### config.mk
export PLATFORM = sky130hd
export DESIGN_NAME = cpu_seq
export DESIGN_NICKNAME = d
export VERILOG_FILES = /design/src/rtl/cpu_seq.sv
export SDC_FILE = /design/constraint.sdc
export NUM_CORES = 1
export LEC_CHECK = 0
export ABC_AREA = 1
export ABC_CLOCK_PERIOD_IN_PS = 1500
export BUFFER_PORTS_ARGS = -buffer_cell sky130_fd_sc_hd__buf_2
export CAP_MARGIN = 20
export CORE_MARGIN = 2
export CORE_UTILIZATION = 45
export CTS_BUF_LIST = sky130_fd_sc_hd__clkbuf_2 sky130_fd_sc_hd__clkbuf_4 sky130_fd_sc_hd__clkbuf_8
export DETAILED_ROUTE_END_ITERATION = 8
export PLACE_DENSITY = 0.77
export SYNTH_ARGS = -nofsm -noshare
export SYNTH_HDL_FRONTEND = slang
export SYNTH_SLANG_ARGS = --single-unit
export TNS_END_PERCENT = 100
### constraint.sdc
create_clock -name clk -period 1.5 [get_ports clk]
set_input_delay 0.3 -clock clk [delete_from_list [all_inputs] [get_ports clk]]
set_output_delay 0.3 -clock clk [all_outputs]
set_load 0.01 [all_outputs]
### src/rtl/cpu_seq.sv
// Fetch/decode/execute sequencer for the 8-bit-opcode accumulator machine on a shared tri-state bus.
// It issues one bus driver per cycle plus all load strobes, and uses a bounded memory-ready handshake.
module cpu_seq #(
   parameter logic [7:0] OP_NOP      = 8'h00,
   parameter logic [7:0] OP_LDA      = 8'h01,
   parameter logic [7:0] OP_STA      = 8'h02,
   parameter logic [7:0] OP_ADD      = 8'h03,
   parameter logic [7:0] OP_JMP      = 8'h04,
   parameter logic [7:0] OP_JZ       = 8'h05,
   parameter logic [7:0] OP_HLT      = 8'hFF,
   parameter int         MEM_TIMEOUT = 16
) (
   input  logic       clk,
   input  logic       rst,
   input  logic       run,
   input  logic [7:0] ir_op,
   input  logic       acc_zero,
   input  logic       mem_ready,
   output logic       pc_valid,
   output logic       mem_valid,
   output logic       ir_valid,
   output logic       acc_valid,
   output logic       mar_load,
   output logic       ir_load,
   output logic       acc_load,
   output logic       alu_add,
   output logic       pc_load,
   output logic       pc_inc,
   output logic       mem_write,
   output logic       halted,
   output logic       bus_err,
   output logic [2:0] state
);

   localparam int CNT_W = (MEM_TIMEOUT < 2) ? 1 : $clog2(MEM_TIMEOUT + 1);
   localparam logic [CNT_W-1:0] CNT_LAST = CNT_W'(MEM_TIMEOUT - 1);

   typedef enum logic [2:0] {
      S_IDLE = 3'd0,
      S_F1   = 3'd1,
      S_F2   = 3'd2,
      S_DEC  = 3'd3,
      S_EA   = 3'd4,
      S_MEM  = 3'd5,
      S_JP   = 3'd6,
      S_HALT = 3'd7
   } state_t;

   state_t           st;
   logic [CNT_W-1:0] wait_cnt;
   logic             op_sta;
   logic             op_lda;
   logic             op_add;

   assign op_sta = (ir_op == OP_STA);
   assign op_lda = (ir_op == OP_LDA);
   assign op_add = (ir_op == OP_ADD);

   always_ff @(posedge clk) begin
      if (rst) begin
         st       <= S_IDLE;
         wait_cnt <= '0;
         bus_err  <= 1'b0;
      end else begin
         case (st)
            S_IDLE: if (run) st <= S_F1;
            S_F1: begin
               st       <= S_F2;
               wait_cnt <= '0;
            end
            S_F2: begin
               if (mem_ready) begin
                  st <= S_DEC;
               end else if (wait_cnt == CNT_LAST) begin
                  st      <= S_HALT;
                  bus_err <= 1'b1;
               end else begin
                  wait_cnt <= wait_cnt + CNT_W'(1);
               end
            end
            S_DEC: begin
               case (ir_op)
                  OP_NOP:                 st <= S_F1;
                  OP_LDA, OP_STA, OP_ADD: st <= S_EA;
                  OP_JMP:                 st <= S_JP;
                  OP_JZ:                  st <= acc_zero ? S_JP : S_F1;
                  OP_HLT:                 st <= S_HALT;
                  default:                st <= S_F1;
               endcase
            end
            S_EA: begin
               st       <= S_MEM;
               wait_cnt <= '0;
            end
            S_MEM: begin
               if (mem_ready) begin
                  st <= S_F1;
               end else if (wait_cnt == CNT_LAST) begin
                  st      <= S_HALT;
                  bus_err <= 1'b1;
               end else begin
                  wait_cnt <= wait_cnt + CNT_W'(1);
               end
            end
            S_JP:    st <= S_F1;
            S_HALT:  st <= S_HALT;
            default: st <= S_IDLE;
         endcase
      end
   end

   // Enables decode the current state; only the ready-qualified strobes look at mem_ready.
   always_comb begin
      pc_valid  = (st == S_F1);
      mar_load  = (st == S_F1) || (st == S_EA);
      mem_valid = (st == S_F2) || ((st == S_MEM) && !op_sta);
      ir_valid  = (st == S_EA) || (st == S_JP);
      pc_load   = (st == S_JP);
      acc_valid = (st == S_MEM) && op_sta;
      mem_write = (st == S_MEM) && op_sta;
      ir_load   = (st == S_F2) && mem_ready;
      pc_inc    = (st == S_F2) && mem_ready;
      acc_load  = (st == S_MEM) && (op_lda || op_add) && mem_ready;
      alu_add   = (st == S_MEM) && op_add && mem_ready;
      halted    = (st == S_HALT);
      state     = st;
   end

endmodule

==> results.cfg, run 1 <==
[power_and_ir_drop]
power.density_nw_per_um2 = 662.9
p_leak_nw = 0.6101
peakVddDrop_uv = 875.7

[synth]
yosys.cell_types.count = 20
syn_area_per_cell_um2 = 5.696
syn_inst = 134
syn_area_um2 = 763.2
yosysWarnings = 0
synth_seq_cells = 9
synth_nets = 149
ys_seq_area_frac = 0.2361

[route]
vias_per_cell = 5.031
wl_um = 2266
wl_per_cell_um = 11.68
dr.pass1.iters = 4
drt_iter0_markers = 20
vias = 976
drc = 0
ant_nets = 0

[grt]
grt_pass1_wl_um = 3636
grt_pass1_vias = 931
antenna_found_initial = 0
grt_start_max_net_pins = 10
grt.total_usage = 0.2420
grt_overflow = 0

[final_layout]
final_core_util = 0.7573
syn2layout_area_growth_pct = 52.95
antenna_cells = 0
postLayoutCellArea_um2 = 1167
mostFrequentLayoutCells = buf_2 (27), nand2_1 (25), nor2_1 (22)
layout_commonest_cell = buf_2
drive_gt1_frac = 0.4551
fin_cells = 194
finalNetCount = 194

[timing]
final_max_slew_viol_count = 0
relSlewSlack = 0.8237
layout_setup_ws_ps = -43.50
finalHoldViolCount = 0
rsz0062_at_grt = yes
worst_slew_pin_slew_ps = 261.1
finalSetupViolations = 4
max_freq_mhz = 647.9
fin_crit_sh = 1.029
hold_slack_ps = 280.6
period_needed_ps = 1543
finClkSkew_ps = 6.117

[placed_design]
place_area_um2 = 954.7
gp_congestion = 0.8114
dpl.cell_count = 181
dpl.hpwl_um = 1582
dp_slack_ps = -99.03
io_buffers = 28

[floorplan]
core-area_um2 = 1541
die-area_um2 = 2042
core.rowCount = 14
ios = 29
initial_core_util = 0.4951
die_y_um = 45.19
die_w_um = 45.19

[worst_setup_path]
worst_setup_path_end_kind = register
crit_start = state[2]
crit_family = buffers and inverters
crit_path_max_fanout = 3
r2r_setup_slack_ps = -40
crit_slowest_cell = dfxtp_4
cpPeakStageDelay_ps = 360
r2r-start = state[2]
cp-start-kind = register
cp.arrival_ps = 1720
path_class = reg -> reg
worstPathRequired_ps = 1680
path_buf_inv = 6
worstPathCellList = buf_4, nor2_4, buf_4, buf_4, buf_4, buf_4, buf_4, nor2_1, a21boi_1, a21oi_1
crit_path_frequent_cell = buf_4

[clocking]
cts_tree = done
htree_num_levels = 1
cts_sinks = 9
cts_made_buffers = 3
cts_buffer_depth = 2
clk_latency_ps = 260
cts_root_buf = clkbuf_4
postCtsHoldBufs = 0
clk_pin_slew_ps = 60

[min_path]
hp-start = rst
worstHoldPathType = in -> reg

[status]
violations = setup timing
run_status = complete, but fails checks

[flow_run]
cap_viol_max_count = 0
-- registers in the layout, summed over array words and instances (netlist names) --
| register | flops |
|---|---|
| wait_cnt | 5 |
| state | 3 |
| bus_err | 1 |
-- synthesized netlist by cell type --
cell type | count | area [um^2]
a31oi_1 | 1 | 6.260
o41ai_1 | 1 | 8.760
nand2_4 | 3 | 33.78
inv_2 | 3 | 11.26
nand3_1 | 5 | 25.02
ha_1 | 2 | 25.02
inv_1 | 24 | 90.09
nor2_1 | 27 | 101.4
nand2_2 | 2 | 12.51
dfxtp_1 | 9 | 180.2
nor4_1 | 1 | 6.260
buf_2 | 1 | 5.000
a21oi_1 | 11 | 55.05
a21boi_0 | 1 | 7.510
nand2_1 | 27 | 101.4
o21ai_0 | 6 | 30.03
nor2_2 | 1 | 6.260
nor3_1 | 6 | 30.03
buf_4 | 2 | 15.01
a211oi_2 | 1 | 12.51
-- power breakdown --
part	switching [mW]	internal (mW)	total (mW)
sequential	0.0285	0.262	0.291
clock	0.0795	0.120	0.200
combinational	0.159	0.125	0.283
total	0.267	0.507	0.774
-- what timing repair did --
action	CTS	global route
pin swaps	8	9
resized for setup	20	18
endpoints found under the setup margin	16	18
buffers inserted	7	2
-- layer usage --
metal / up-vias / track usage / wire length, um
li1: 505 / - / -
met1: 432 / 0.2854 / 987
met2: 35 / 0.4457 / 1126
met3: 4 / 0.07200 / 125
met4: 0 / 0.01765 / 27
met5: - / 0 / 0
-- metrics by stage --
step           setup TNS (ps)  power [mW]
2_1_floorplan               0      0.4228
5_1_grt                -624.7      0.8268
3_3_place_gp                0      0.4934
6_report               -118.4      0.7738
4_1_cts                -40.28      0.7500
3_5_place_dp           -338.6      0.5015
-- cells by family after synthesis --
family | Yosys count | synth area share
AO/OA/AOI/OAI | 21 | 0.1574
adder cells (fa/ha/maj) | 2 | 0.03278
buffers and inverters | 30 | 0.1590
flip-flops | 9 | 0.2361
AND/OR/NAND/NOR | 72 | 0.4148
-- final timing paths --
path	end	cells after the start
max	state[1]	10
min	state[2]	2
max reg2reg	state[1]	10
min reg2reg	bus_err	2
-- layout make-up --
class / count / area [um^2]
multi-input combinational: 95 / 554.3
fill: 120 / 374.1
timing repair buffer: 43 / 262.8
sequential: 9 / 196.4
inverter: 27 / 103.9
clock buffer: 4 / 30.03
tap: 16 / 20.02
-- worst register-to-register path, delay by kind of cell (launching register included) --
family	cells	cell delay (ps)
AO/OA/AOI/OAI	2	230
buffers and inverters	6	740
flip-flops	1	360
AND/OR/NAND/NOR	2	130
No activity file was read; power rests on OpenSTA's default activity.
==> run 2, diff against run 1 <==
--- a/config.mk
+++ b/config.mk
@@ -6,14 +6,14 @@
 export NUM_CORES = 1
 export LEC_CHECK = 0
 export ABC_AREA = 1
-export ABC_CLOCK_PERIOD_IN_PS = 1500
+export ABC_CLOCK_PERIOD_IN_PS = 1600
 export BUFFER_PORTS_ARGS = -buffer_cell sky130_fd_sc_hd__buf_2
 export CAP_MARGIN = 20
 export CORE_MARGIN = 2
-export CORE_UTILIZATION = 45
+export CORE_UTILIZATION = 50
 export CTS_BUF_LIST = sky130_fd_sc_hd__clkbuf_2 sky130_fd_sc_hd__clkbuf_4 sky130_fd_sc_hd__clkbuf_8
 export DETAILED_ROUTE_END_ITERATION = 8
-export PLACE_DENSITY = 0.77
+export PLACE_DENSITY = 0.81
 export SYNTH_ARGS = -nofsm -noshare
 export SYNTH_HDL_FRONTEND = slang
 export SYNTH_SLANG_ARGS = --single-unit
==> constraint.sdc (replaced) <==
create_clock -name clk -period 1.6 [get_ports clk]
set_input_delay 0.32 -clock clk [delete_from_list [all_inputs] [get_ports clk]]
set_output_delay 0.32 -clock clk [all_outputs]
set_load 0.01 [all_outputs]
==> run 2 against run 1 <==
Against the previous run: the flow now finishes without violations; non-clock buffer count is 11 lower; sequential cell count stayed put; critical path depth is 2 lower; first-iteration DRC count unchanged; setup slack better by 98 ps; sequential power is 8.6% lower; clock-buffer cell count did not move; final cell count down 5.7%; sequential share of layout area rose by 1.7 points; final area decreased by 11%; clock skew is 3.2 ps lower; critical endpoint unchanged.
==> results.cfg, run 2 (same netlist as run 1, synthesis figures left out) <==
[timing]
finClkSkew_ps = 2.867
period_needed_ps = 1545
final_max_slew_viol_count = 0
finalHoldViolCount = 0
hold_slack_ps = 292.1
rsz0062_at_grt = yes
fin_crit_sh = 0.9656
relSlewSlack = 0.8153
fin_tns_setup_ps = 0
worst_slew_pin_slew_ps = 273.4
finalSetupViolations = 0
max_freq_mhz = 647.2

[final_layout]
drive_gt1_frac = 0.3832
syn2layout_area_growth_pct = 35.41
mostFrequentLayoutCells = buf_2 (28), nand2_1 (25), inv_1 (24)
largest-register = wait_cnt
seqCellArea_um2 = 191.4
largest_register_ffs = 5
fillers = 146
antenna_cells = 0
layout_commonest_cell = buf_2
finalNetCount = 183
multiInputGateArea_um2 = 518.0
fin_cells = 183

[route]
dr.pass1.iters = 4
drc = 0
vias = 883
ant_nets = 0
wl_per_cell_um = 10.44
drt_iter0_markers = 20
vias_per_cell = 4.825
wl_um = 1911

[floorplan]
die_y_um = 43.07
initial_core_util = 0.5187
core-area_um2 = 1471
die_w_um = 43.07
core.rowCount = 14
ios = 29
die-area_um2 = 1855

[clocking]
htree_num_levels = 1
clk_pin_slew_ps = 60
cts_sinks = 9
clk_latency_ps = 260
postCtsHoldBufs = 0
cts_tree = done
cts_buffer_depth = 2
cts_root_buf = clkbuf_4
cts_made_buffers = 3

[status]
run_status = finished clean

[placed_design]
gp_congestion = 0.8708
io_buffers = 28
dpl.hpwl_um = 1412
dpl.cell_count = 176

[power_and_ir_drop]
peakVddDrop_uv = 549.9
power.density_nw_per_um2 = 638.5
p_leak_nw = 0.5327

[min_path]
worstHoldPathType = in -> reg

[worst_setup_path]
cp.arrival_ps = 1720
path_class = reg -> reg
crit_path_max_fanout = 3
cp-start-kind = register
worst_setup_path_end_kind = register
worstPathRequired_ps = 1780

[grt]
grt_pass1_vias = 799
antenna_found_initial = 0
grt.total_usage = 0.2192
grt_pass1_wl_um = 3132
grt_start_max_net_pins = 10
grt_overflow = 0

[flow_run]
cap_viol_max_count = 0
==> run 2: cell types whose count changed in the layout (fill, tap and decap cells not counted), sizes merged <==
cell | previous run | this run
buf | 43 | 32
==> run 2: per-stage QoR <==
stage	setup WS [ps]	instance area, um^2	power, mW	util
after CTS	7.525	955.9	0.6457	0.6497
after floorplan	75.04	763.2	0.3958	-
after global routing	-30.72	1033	0.7030	0.7024
after global placement	93.98	910.9	0.4499	0.6190
final	54.99	1033	0.6599	0.7024
after detailed placement	10.00	910.9	0.4538	0.6190
==> run 2: metal layers <==
metal  routed length, um  track usage
met1                 865       0.2649
met2                 923       0.3970
met3                 112      0.05106
met4                  10      0.03636
met5                   0            0
==> run 2: timing repair <==
item,4_1_cts,5_1_grt
setup buffers,1,2
resized for setup,4,20
endpoints found under the setup margin,8,15
cloned,0,0
pin swaps,1,2
==> run 2: layout make-up <==
type / instances / share of cell area
Clock buffer: 4 / 0.02906
Inverter: 27 / 0.1005
Multi-Input combinational cell: 95 / 0.5012
Sequential cell: 9 / 0.1852
Tap cell: 16 / 0.01937
Timing Repair Buffer: 32 / 0.1646
==> run 2: worst max-delay path, stage by stage, from the launching register on <==
cell and delay (ps):
dfxtp_2 340, ha_1 170, inv_1 70, nor3_2 160, ha_2 240, inv_1 50, o21ai_0 130, a21boi_0 120
a21oi_1 190
==> run 2: final timing paths <==
| path | startpoint | to | slack [ps] | cells past startpoint |
|---|---|---|---|---|
| max | wait_cnt[0] | state[1] | 50 | 8 |
| min | rst | state[2] | 290 | 2 |
| max reg2reg | wait_cnt[0] | state[1] | 50 | 8 |
| min reg2reg | wait_cnt[4] | wait_cnt[4] | 490 | 2 |
==> run 2: report_power, final <==
group | switching [mW] | internal [mW] | leakage (nW) | total (mW)
Sequential | 0.0206 | 0.245 | 0.0760 | 0.266
Combinational | 0.127 | 0.0752 | 0.438 | 0.202
Clock | 0.0789 | 0.113 | 0.0184 | 0.192
Total | 0.227 | 0.433 | 0.533 | 0.660
